$ cat src/rtl/if_fetch_responder_pkg.sv
// rtl/if_fetch_responder_pkg.sv - widths, constants and state encoding for the fetch responder
package if_fetch_responder_pkg;

    localparam int XLEN_BUS = 64;
    localparam int INST_LEN = 32;
    localparam int LINE_TAG_W = XLEN_BUS - 3;

    localparam logic [INST_LEN-1:0] INST_NOP      = 32'h0000_0013;
    localparam logic [1:0]          AXI_RESP_OKAY = 2'b00;

    typedef enum logic [1:0] {
        IFR_IDLE = 2'd0,
        IFR_AR   = 2'd1,
        IFR_R    = 2'd2
    } ifr_state_e;

endpackage

$ cat src/rtl/if_fetch_responder.sv
// rtl/if_fetch_responder.sv - one-line instruction buffer serving fetch, refilled over an AR/R read channel
module if_fetch_responder
    import if_fetch_responder_pkg::*;
(
    input  logic                clk,
    input  logic                rst,
    input  logic [XLEN_BUS-1:0] inst_addr_i,
    input  logic                fence_i_i,
    output logic                if_rdata_valid_o,
    output logic [XLEN_BUS-1:0] if_rdata_o,
    output logic                if_access_fault_o,
    output logic                ar_valid_o,
    input  logic                ar_ready_i,
    output logic [XLEN_BUS-1:0] ar_addr_o,
    input  logic                r_valid_i,
    output logic                r_ready_o,
    input  logic [63:0]         r_data_i,
    input  logic [1:0]          r_resp_i
);

    ifr_state_e              state_q, state_d;
    logic [LINE_TAG_W-1:0]   req_line;
    logic                    buf_valid;
    logic [LINE_TAG_W-1:0]   buf_tag;
    logic [63:0]             buf_data;
    logic                    buf_err;
    logic                    drop;
    logic                    hit;
    logic                    beat_done;
    logic [INST_LEN-1:0]     inst_word;
    logic                    unused_addr_lsbs;

    assign hit       = buf_valid && (buf_tag == inst_addr_i[XLEN_BUS-1:3]);
    assign beat_done = (state_q == IFR_R) && r_valid_i;
    assign inst_word = inst_addr_i[2] ? buf_data[63:32] : buf_data[31:0];
    // Alignment is the fetch stage's concern; only bit 2 selects the half.
    assign unused_addr_lsbs = ^inst_addr_i[1:0];

    assign if_rdata_valid_o  = hit;
    assign if_access_fault_o = hit && buf_err;
    assign if_rdata_o = {{(XLEN_BUS-INST_LEN){1'b0}}, (hit && !buf_err) ? inst_word : INST_NOP};

    always_comb begin
        state_d    = state_q;
        ar_valid_o = 1'b0;
        r_ready_o  = 1'b0;
        ar_addr_o  = '0;
        case (state_q)
            IFR_IDLE: begin
                if (!hit && !fence_i_i) state_d = IFR_AR;
            end
            IFR_AR: begin
                ar_valid_o = 1'b1;
                ar_addr_o  = {req_line, 3'b000};
                if (ar_ready_i) state_d = IFR_R;
            end
            IFR_R: begin
                r_ready_o = 1'b1;
                if (r_valid_i) state_d = IFR_IDLE;
            end
            default: state_d = IFR_IDLE;
        endcase
    end

    always_ff @(posedge clk) begin
        if (rst) begin
            state_q   <= IFR_IDLE;
            req_line  <= '0;
            buf_valid <= 1'b0;
            buf_tag   <= '0;
            buf_data  <= '0;
            buf_err   <= 1'b0;
            drop      <= 1'b0;
        end else begin
            state_q <= state_d;
            if (state_q == IFR_IDLE && !hit && !fence_i_i)
                req_line <= inst_addr_i[XLEN_BUS-1:3];

            // A fence seen at any point of an outstanding refill poisons its beat.
            if (beat_done)
                drop <= 1'b0;
            else if (fence_i_i && state_q != IFR_IDLE)
                drop <= 1'b1;

            if (beat_done) begin
                buf_tag   <= req_line;
                buf_data  <= r_data_i;
                buf_err   <= (r_resp_i != AXI_RESP_OKAY);
                buf_valid <= !(drop || fence_i_i);
            end
            if (fence_i_i)
                buf_valid <= 1'b0;
        end
    end

endmodule
$ cat config.mk
export PLATFORM = sky130hd
export DESIGN_NAME = if_fetch_responder
export DESIGN_NICKNAME = d
export VERILOG_FILES = /design/src/rtl/if_fetch_responder_pkg.sv /design/src/rtl/if_fetch_responder.sv
export SDC_FILE = /design/constraint.sdc
export NUM_CORES = 1
export LEC_CHECK = 0
export ABC_AREA = 1
export BUFFER_PORTS_ARGS = -buffer_cell sky130_fd_sc_hd__buf_2
export CAP_MARGIN = 25
export CORE_MARGIN = 2
export CORE_UTILIZATION = 25
export CTS_BUF_LIST = sky130_fd_sc_hd__clkbuf_4
export DETAILED_ROUTE_END_ITERATION = 10
export PLACE_DENSITY = 0.5
export SKIP_CTS_REPAIR_TIMING = 1
export SLEW_MARGIN = 20
export SYNTH_ARGS = -nofsm -noshare
export SYNTH_HDL_FRONTEND = slang
export SYNTH_SLANG_ARGS = --single-unit
$ cat constraint.sdc
create_clock -name clk -period 2.4 [get_ports clk]
set_clock_uncertainty 0.1 [all_clocks]
set_input_delay 0.48 -clock clk [delete_from_list [all_inputs] [get_ports clk]]
set_output_delay 0.48 -clock clk [all_outputs]
set_load 0.05 [all_outputs]
==> results.cfg <==
[critical_path]
slowest_delay_ps = 370
worst_setup_path_end_kind = output port
regToRegEndpoint = req_line[19]$_SDFFE_PP0P_
timing.reg2reg.setup_slack_ps = 100
req_time_crit_path_ps = 1820
arrival_ps = 2540
critPathLaunchType = flip-flop
cpMostUsedCell = nand2_1
r2r.worst_path.cells = 16
timing_worst_setup_path_type = reg -> out
critical_path_s_slowest_cell = dfxtp_2
crit_path_start = buf_tag[32]$_SDFFE_PP0P_
worst_path_cell_chain = inv_1 > nand2_2 > nand2_1 > a21oi_2 > nand2_1 > nor2_1 > nand2_1 > nor2_1 > buf_4 > nand2_4 > nor2_4 > inv_4 > clkbuf_16 > nor2_2 > buf_6
critical_path.endpoint = if_rdata_o[9]
worst-path-max-fanout = 5
worst_r2r_startpoint = buf_tag[32]$_SDFFE_PP0P_

[logic_synthesis]
synth.yosys.seq_area_share_pct = 41.1
synth-warning-count = 0
synthesis.area_mm2 = 0.00931
synth_top_flop_cell = dfxtp_1
number_of_flops_mapped_to_enable_cells_by_yosys = 0
top_cell_type_s_share_of_synthesized_area_pct = 41.1
synth-async-reset-ratio_pct = 0
yosys-top-cells-area = dfxtp_1, nand2_1, a21oi_1
netlist_instances = 1460
synth_top_cells_by_count = nand2_1, a21oi_1, inv_1
most_instantiated_library_cell_after_synthesis = nand2_1
post-synth-top-area-cell = dfxtp_1
synth_seq_cells = 191
synth.distinct_cells = 23
syn_area_per_cell_um2 = 6.38

[clocking]
cts_inserted_buffers = 17
cts.reportedPaths.clkPinSlew_ps = 180
clock_path_buffers = 2
tritoncts = built
clk_latency_ps = 640
clock-sinks = 191
cts-htree-levels = 4
clock_tree.root_cell = clkbuf_4

[placed_design]
dp_cells = 2154
gpl_wtd_cong = 0.821
placed_instance_area_mm2 = 0.0116
placement.setup.worst_slack_ps = -523
io_buffer_count = 229
dp_hpwl_mm = 22.8

[drt]
dr_wl_cell_um = 15.6
ant_nets = 0
route.vias.total = 9902
drcViolationCount = 0
totalWireLength_mm = 35.2
detailedRoute.firstIterationViolations = 395
firstDrtPassIters = 5
vias_per_instance = 4.39

[run_status]
violated_checks = negative setup slack
outcome = complete, but fails checks

[grt]
grt_antenna_before_repair = 5
grt_residual_overflow = 0
maximum_number_of_pins_on_one_net_before_global_route_repair = 126
grt.total_usage_pct = 16.3
wire_length_of_the_first_global_routing_pass_mm = 48.5
grt_pass1_vias = 8756

[power]
leakagePower_nw = 5.99
vdd_ir_drop_max_uv = 251
cellPowerDensity_mw_per_mm2 = 514
finalPower_mw = 7.15

[final_layout]
post_route_cells_drive_above_1_share_pct = 29.0
area_growth_syn_to_layout_pct = 49.4
area.sequential_mm2 = 0.00384
final.fill_count = 3863
multi_input_area_mm2 = 0.00481
final_nets = 1909
layout.cell_area.non_filler_mm2 = 0.0139
final-instance-count-excl-fill = 2257

[die]
placeable_area_mm2 = 0.0366
start_util_pct = 25.4
floorplan.die.width_um = 197
rows = 70
fp.dieH_um = 197
floorplan.die_area_mm2 = 0.0388
boundaryPins = 267

[timing]
period_minus_slack_ps = 3120
maxSlewViolCount = 0
postLayoutSetupSlackWorst_ps = -720
max_freq_mhz = 321
rsz0062_at_grt = true
finalCritPeriodShare_pct = 130
hold_violations = 0
worst_slew_pin_slew_ps = 515
max_slew_margin_pct = 65.7
hold-worst-slack_ps = 34.7
setup_viol = 88

[hold_path]
worst_hold_path_type = in -> reg
worst_hold_startpoint = r_data_i[3]

[run]
drv.max_cap_violation_count = 0
==> flip-flops by register name, summed over array words and instances (netlist names) <==
register   flops
buf_data      64
req_line      61
buf_valid      1
state_q        2
drop           1
buf_tag       61
buf_err        1
==> how the worst min path moves through the flow <==
stage               cells after the start  slack, ps                         to
detailed placement                      1        330     buf_valid$_SDFFE_PP0P_
floorplan                               1        310     buf_valid$_SDFFE_PP0P_
global route                            3          1  buf_data[25]$_SDFFE_PP0P_
CTS                                     2       -130     buf_valid$_SDFFE_PP0P_
global placement                        1        320     buf_valid$_SDFFE_PP0P_
finish                                  3         30   buf_data[3]$_SDFFE_PP0P_
==> final cells by class <==
cell class              count  share of cell area, %
multi-input cells         959                   34.6
flip-flops and latches    191                   27.7
repair buffers            386                   25.1
inverters                 218                   6.08
well taps                 468                   4.21
clock inverters            14                   1.28
clock buffers              18                  0.972
repair inverters            1                 0.0810
diodes                      2                 0.0360
==> cells in the final DEF, fill, tap and decap left out, drive strengths merged <==
cell type and n:
buf 337, nand2 302, nor2 223, inv 222
a21oi 217, dfxtp 191, o21ai 109, nand3 61
dlygate4sd3 42, conb 35, clkbuf 25, clkinv 8
o211ai 4, a211oi 3, nor3 3, diode 2
bufinv 2, or2 1, o211a 1, clkinvlp 1
==> per-stage QoR <==
step	util, %	TNS [ps]
after floorplan	-	-6100
after global placement	31.7	-29110
after detailed placement	31.7	-29930
after CTS	32.6	-53020
after global routing	38.0	-42710
final	38.0	-26910
==> report_power, final <==
group          internal [mW]  switching [mW]
Combinational          0.645            1.07
Clock                  0.673            1.29
Sequential              3.36           0.106
Total                   4.68            2.47
==> logic make-up (layout without fill, tap and decap cells) <==
logic type	Yosys count	count (layout)	share of synthesized area [%]
AOI/OAI and AO/OA	334	334	18.2
buffers and inverters	344	637	15.6
DFF	191	191	41.1
other	1	37	0.0403
and+or+nand+nor	590	590	25.1
==> worst max-delay path, delay by kind of cell, from the launching register on <==
kind / cells / cell delay [ps]
and+or+nand+nor: 9 / 760
buffers and inverters: 5 / 620
DFF: 1 / 370
AOI/OAI and AO/OA: 1 / 180
==> routing by layer <==
metal / global-route usage [%] / part of all wire (%) / vias to the layer above / routed length (um)
met5: 0 / 0.15 / - / 52
met3: 4.52 / 6.2 / 36 / 2190
met1: 21.2 / 44 / 4505 / 15400
met2: 26.7 / 48 / 273 / 17000
li1: - / - / 5080 / -
met4: 3.76 / 1.5 / 8 / 518
(Power assumes the default switching activity.)
